==> src/rtl/if_pc_predict_if.sv <==
// Fetch-side bus for the PC predictor: pipeline hold, EX-stage branch resolution,
// and the registered fetch address, prediction and flush back to the pipeline.
interface if_pc_predict_if;
  logic [5:0]  stall;
  logic        exValid;
  logic [31:0] exPC;
  logic        exTaken;
  logic [31:0] exTarget;
  logic        exPredict;
  logic [31:0] ifPC;
  logic        ce_o;
  logic        Predict_o;
  logic        flush_o;

  modport master (
    output stall, exValid, exPC, exTaken, exTarget, exPredict,
    input  ifPC, ce_o, Predict_o, flush_o
  );

  modport slave (
    input  stall, exValid, exPC, exTaken, exTarget, exPredict,
    output ifPC, ce_o, Predict_o, flush_o
  );
endinterface

==> src/rtl/if_pc_predict.sv <==
// Fetch PC generator with a direct-mapped BTB and 2-bit saturating counters,
// redirected by mispredicts resolved in EX.
module if_pc_predict #(
  parameter int          ENTRIES  = 16,
  parameter int          IDX_W    = 4,
  parameter logic [31:0] RESET_PC = 32'h0000_0000
) (
  input  logic            clk,
  input  logic            rst,
  if_pc_predict_if.slave  bus
);
  localparam int TAG_W = 32 - IDX_W - 2;

  logic             valid   [ENTRIES];
  logic [TAG_W-1:0] tag     [ENTRIES];
  logic [31:0]      target  [ENTRIES];
  logic [1:0]       counter [ENTRIES];

  logic [31:0] pc;
  logic        ce;

  logic [IDX_W-1:0] lk_idx;
  logic [TAG_W-1:0] lk_tag;
  logic             lk_hit;
  logic             predict;
  logic [IDX_W-1:0] ex_idx;
  logic [TAG_W-1:0] ex_tag;
  logic             ex_hit;
  logic             mispredict;
  logic [31:0]      pc_next;
  logic             unused_bits;

  function automatic logic [1:0] sat_inc(input logic [1:0] c);
    return (c == 2'b11) ? 2'b11 : c + 2'd1;
  endfunction

  function automatic logic [1:0] sat_dec(input logic [1:0] c);
    return (c == 2'b00) ? 2'b00 : c - 2'd1;
  endfunction

  assign unused_bits = ^{bus.stall[5:1], pc[1:0], bus.exPC[1:0]};

  // Lookup reads the table state as it stands before this cycle's update
  assign lk_idx  = pc[IDX_W+1:2];
  assign lk_tag  = pc[31:IDX_W+2];
  assign lk_hit  = valid[lk_idx] && (tag[lk_idx] == lk_tag);
  assign predict = !rst && lk_hit && counter[lk_idx][1];

  assign ex_idx     = bus.exPC[IDX_W+1:2];
  assign ex_tag     = bus.exPC[31:IDX_W+2];
  assign ex_hit     = valid[ex_idx] && (tag[ex_idx] == ex_tag);
  assign mispredict = !rst && bus.exValid && (bus.exTaken != bus.exPredict);

  always_comb begin
    pc_next = pc + 32'd4;
    if (mispredict)
      pc_next = bus.exTaken ? bus.exTarget : bus.exPC + 32'd4;
    else if (bus.stall[0])
      pc_next = pc;
    else if (predict)
      pc_next = target[lk_idx];
  end

  always_ff @(posedge clk or posedge rst) begin
    if (rst) begin
      pc <= RESET_PC;
      ce <= 1'b0;
    end else begin
      pc <= pc_next;
      ce <= 1'b1;
    end
  end

  // Table update follows every resolved branch, regardless of pipeline hold
  always_ff @(posedge clk or posedge rst) begin
    if (rst) begin
      for (int i = 0; i < ENTRIES; i++) begin
        valid[i]   <= 1'b0;
        tag[i]     <= '0;
        target[i]  <= '0;
        counter[i] <= 2'b01;
      end
    end else if (bus.exValid) begin
      if (ex_hit) begin
        counter[ex_idx] <= bus.exTaken ? sat_inc(counter[ex_idx]) : sat_dec(counter[ex_idx]);
        if (bus.exTaken)
          target[ex_idx] <= bus.exTarget;
      end else if (bus.exTaken) begin
        valid[ex_idx]   <= 1'b1;
        tag[ex_idx]     <= ex_tag;
        target[ex_idx]  <= bus.exTarget;
        counter[ex_idx] <= 2'b10;
      end
    end
  end

  assign bus.ifPC      = pc;
  assign bus.ce_o      = ce;
  assign bus.Predict_o = predict;
  assign bus.flush_o   = mispredict;
endmodule

==> src/flat_wrapper.sv <==
// flat-port wrapper written by rule: the top's interface ports become plain ports
module if_pc_predict_flat 
#(
  parameter int          ENTRIES  = 16,
  parameter int          IDX_W    = 4,
  parameter logic [31:0] RESET_PC = 32'h0000_0000
)
  (clk, rst, bus_stall, bus_exValid, bus_exPC, bus_exTaken, bus_exTarget, bus_exPredict, bus_ifPC, bus_ce_o, bus_Predict_o, bus_flush_o);
  if_pc_predict_if bus_i ();
  input  logic clk;
  input  logic rst;
  input wire logic [$bits(bus_i.stall)-1:0] bus_stall;
  input wire logic [$bits(bus_i.exValid)-1:0] bus_exValid;
  input wire logic [$bits(bus_i.exPC)-1:0] bus_exPC;
  input wire logic [$bits(bus_i.exTaken)-1:0] bus_exTaken;
  input wire logic [$bits(bus_i.exTarget)-1:0] bus_exTarget;
  input wire logic [$bits(bus_i.exPredict)-1:0] bus_exPredict;
  output wire logic [$bits(bus_i.ifPC)-1:0] bus_ifPC;
  output wire logic [$bits(bus_i.ce_o)-1:0] bus_ce_o;
  output wire logic [$bits(bus_i.Predict_o)-1:0] bus_Predict_o;
  output wire logic [$bits(bus_i.flush_o)-1:0] bus_flush_o;
  assign bus_i.stall = bus_stall;
  assign bus_i.exValid = bus_exValid;
  assign bus_i.exPC = bus_exPC;
  assign bus_i.exTaken = bus_exTaken;
  assign bus_i.exTarget = bus_exTarget;
  assign bus_i.exPredict = bus_exPredict;
  assign bus_ifPC = bus_i.ifPC;
  assign bus_ce_o = bus_i.ce_o;
  assign bus_Predict_o = bus_i.Predict_o;
  assign bus_flush_o = bus_i.flush_o;
  if_pc_predict #(.ENTRIES(ENTRIES), .IDX_W(IDX_W), .RESET_PC(RESET_PC)) u_core (.clk(clk), .rst(rst), .bus(bus_i));
endmodule
==> config.mk <==
export PLATFORM = sky130hd
export DESIGN_NAME = if_pc_predict_flat
export DESIGN_NICKNAME = d
export VERILOG_FILES = /design/src/rtl/if_pc_predict_if.sv /design/src/rtl/if_pc_predict.sv /design/src/flat_wrapper.sv
export SDC_FILE = /design/constraint.sdc
export NUM_CORES = 2
export LEC_CHECK = 0
export ABC_CLOCK_PERIOD_IN_PS = 29400
export BUFFER_PORTS_ARGS = -buffer_cell sky130_fd_sc_hd__buf_2
export CAP_MARGIN = 5
export CELL_PAD_IN_SITES_DETAIL_PLACEMENT = 1
export CELL_PAD_IN_SITES_GLOBAL_PLACEMENT = 2
export CORE_MARGIN = 5
export CORE_UTILIZATION = 42
export DETAILED_ROUTE_END_ITERATION = 12
export PLACE_DENSITY_LB_ADDON = 0.25
export SLEW_MARGIN = 20
export SYNTH_ARGS = -nofsm -noshare
export SYNTH_HDL_FRONTEND = slang
export SYNTH_SLANG_ARGS = --single-unit
==> constraint.sdc <==
create_clock -name clk -period 29.4 [get_ports clk]
set_clock_uncertainty 0.1 [all_clocks]
set_input_delay 1.47 -clock clk [delete_from_list [all_inputs] [get_ports clk]]
set_output_delay 1.47 -clock clk [all_outputs]
set_load 0.01 [all_outputs]
==> results.py <==
metrics = {
    "sta": {
        "hold_slack_ps": 394,
        "setup_viol": 0,
        "clock.fmax_mhz": 116,
        "relSlewSlack_pct": 25.4,
        "tightest_slew_ps": 1120,
        "final-hold-violation-count": 0,
        "period_minus_slack_ps": 8620,
        "rsz0062_at_grt": "false",
        "slew_viol_final": 0,
        "period_share_pct": 29.3,
        "fin_setup_tns_ps": 0,
    },
    "job": {
        "maxCapViolCount": 0,
    },
    "routing": {
        "vias": 32100,
        "vias_per_cell": 6.14,
        "dr.pass1.iters": 5,
        "wl_per_cell_um": 31.5,
        "ant_nets": 0,
        "drt-initial-drc-count": 2476,
        "drt_wl_total_um": 165000,
        "drc": 0,
    },
    "clocking": {
        "cts_max_level": 3,
        "path_clk_slew_ps": 60,
        "cts_resized": 0,
        "cts_tree": "built",
        "clock_latency_ps": 720,
        "post_cts_buffers": 0,
        "clkSinkCount": 1009,
        "cts_buffer_depth": 3,
        "cts_hold_buf": 0,
        "cts_root_buf": "clkbuf_16",
        "cts_buffers": 112,
    },
    "setup_path": {
        "cp_slowest_stage_delay_ps": 1000,
        "endpoint_kind": "output pin",
        "cpMostUsedCell": "buf_4",
        "worstSetupPathType": "register to output pin",
        "cp_cell_sequence": "buf_4 -> nor2b_1 -> a22oi_1 -> a211oi_1 -> xor2_1 -> nand4_1 -> or4_1 -> or3_2 -> buf_4 -> inv_2 -> buf_2",
        "crit_path_max_fanout": 53,
        "crit_slowest_cell": "dfrtp_4",
        "cp.required_ps": 27830,
        "worstSetupStartpointType": "register",
        "crit_arrival_ps": 7050,
    },
    "placement": {
        "gp_congestion": 0.821,
        "dp_hpwl_um": 99800,
        "port_buffers": 104,
    },
    "synth": {
        "yosys_register_bits": 1009,
        "synth_area_leaders": "dfrtp_1 48%, mux4_2 16%, mux2_2 16%",
        "synth_common_cells": "993 x dfrtp_1, 719 x mux2_2, 362 x mux4_2, 167 x clkbuf_1, 138 x mux2_1",
        "synth_top_area_share_pct": 48.0,
        "synth.most_common_cell": "dfrtp_1",
        "syn_area_um2": 51700,
        "synth_top_cell_by_area": "dfrtp_1",
        "synth_edf_count": 0,
        "synth_fp_nets": 3604,
        "ys_types": 66,
        "synth.avg_cell_area_um2": 14.7,
        "yosys_warnings": 0,
        "synth-main-ff-cell": "dfrtp_1",
        "ys_seq_area_share_pct": 48.8,
        "synthCells": 3524,
        "async_flop_share_pct": 100,
    },
    "floorplan": {
        "coreArea_um2": 122000,
        "row_count": 128,
        "start_util_pct": 42.4,
        "die_w_um": 361,
        "die_h_um": 361,
        "die-area_um2": 130000,
        "io_pins": 110,
    },
    "global_routing": {
        "overflow": 0,
        "use_met2_pct": 42.4,
        "top_usage_layer": "met2",
        "grt_pass1_vias": 35900,
        "grt_pass1_wl_um": 246000,
        "antenna_found_initial": 16,
        "grtUsageMet3_pct": 4.42,
        "grt_max_degree": 185,
        "use_met1_pct": 34.0,
        "grt_usage_pct": 25.1,
    },
    "pwr": {
        "ir_drop_mv": 0.0609,
        "power.density_nw_per_um2": 79.4,
        "power.leakage_nw": 24.7,
    },
    "final_layout": {
        "area_growth_syn_to_layout_pct": 11.1,
        "nets": 3588,
        "utilization_pct": 47.1,
        "nFillCells": 11800,
        "drive_above_1_share_pct": 44.6,
    },
    "status": {
        "status": "finished, final reports clean",
    },
    "min_path": {
        "hold_path_class": "register to register",
    },
}
-- metrics by stage --
step                      setup slack [ps]  instance area [um^2]  instances  power, mW
after detailed placement             21560                 53500       5018       3.10
final                                20780                 57500       5232       4.57
after floorplan                       9590                 51700       3524       2.70
after CTS                            20730                 57500       5222       4.61
after global placement               21560                 53500       5018       3.02
after global routing                 20700                 57500       5224       4.76
-- state kept, by name (all words and copies together) (netlist names) --
| signal | cells |
|---|---|
| u_core.bus.ce_o | 1 |
| u_core.target | 512 |
| u_core.bus.ifPC | 32 |
| u_core.valid | 16 |
| u_core.counter | 32 |
| u_core.tag | 416 |
-- worst paths after layout --
| path | to | startpoint | slack (ps) | depth (start not counted) |
|---|---|---|---|---|
| hold / removal | u_core.valid[10]$_DFFE_PP0N_ | u_core.valid[10]$_DFFE_PP0N_ | 390 | 1 |
| setup / recovery | bus_Predict_o | u_core.bus.ifPC[4]$_DFFE_PP0P_ | 20780 | 11 |
| setup reg to reg | u_core.bus.ifPC[23]$_DFFE_PP0P_ | u_core.bus.ifPC[4]$_DFFE_PP0P_ | 22580 | 12 |
| min in group asynchronous | u_core.tag[362]$_DFFE_PP0P_ | rst | 620 | 2 |
| hold reg to reg | u_core.valid[10]$_DFFE_PP0N_ | u_core.valid[10]$_DFFE_PP0N_ | 390 | 1 |
| max in group asynchronous | u_core.target[493]$_DFFE_PP0P_ | rst | 25160 | 6 |
-- layout by cell type (no fill, tap or decap), drive strengths merged, types with 19 or more instances in the layout --
cell type | netlist | layout
a21oi | 51 | 51
buf | 154 | 191
clkbuf | 168 | 159
clkinv | 2 | 28
dfrtp | 993 | 993
inv | 23 | 26
mux2 | 932 | 932
mux2i | 133 | 133
mux4 | 362 | 362
nand2 | 99 | 99
nand3 | 48 | 48
nand4 | 24 | 24
nor2 | 84 | 84
nor3 | 19 | 19
o21ai | 99 | 99
o22ai | 21 | 21
or2 | 20 | 20
xnor2 | 50 | 50
xor2 | 24 | 24
-- worst max-delay path, delay by kind of cell (launching register included) --
family / cells / cell delay (ps)
AND/OR/NAND/NOR: 4 / 2570
buffers and inverters: 4 / 1540
flip-flops: 1 / 1000
AO/OA/AOI/OAI: 2 / 630
XOR/XNOR: 1 / 490
-- layer usage --
layer / share of wire (%) / wire (um)
met1: 43 / 70000
met2: 50 / 81700
met3: 5.3 / 8670
met4: 2.6 / 4250
met5: 0.0079 / 13
-- where the power goes --
| group | internal, mW | total [mW] | switching (mW) |
|---|---|---|---|
| combinational | 0.626 | 1.19 | 0.568 |
| sequential | 1.66 | 1.89 | 0.226 |
| clock | 0.892 | 1.49 | 0.597 |
-- logic make-up (layout without fill, tap and decap cells) --
family                     Yosys count  count (layout)  share of synthesized area, %
muxes                             1427            1427                          39.2
DFF                               1009            1009                          48.8
and+or+nand+nor                    367             367                          3.72
buffers and inverters              347             421                          3.26
AOI/OAI and AO/OA                  292             292                          3.60
xor gates and xnor gates            74              74                          1.25
adders and majority gates            7               7                         0.160
other                                1              10                       0.00725
-- area by class of cell --
type                       instances  area [um^2]  area share [%]
clock inverter                    46          623            1.08
sequential                      1009        25300            44.0
inverter                          25         97.6           0.170
multi-input combinational       2168        24900            43.3
clock buffer                     158         3300            5.73
timing repair buffer             192         1250            2.17
antenna                            9         22.5          0.0392
tap                             1625         2030            3.54
Note: power is estimated with default switching activity, not from simulation.
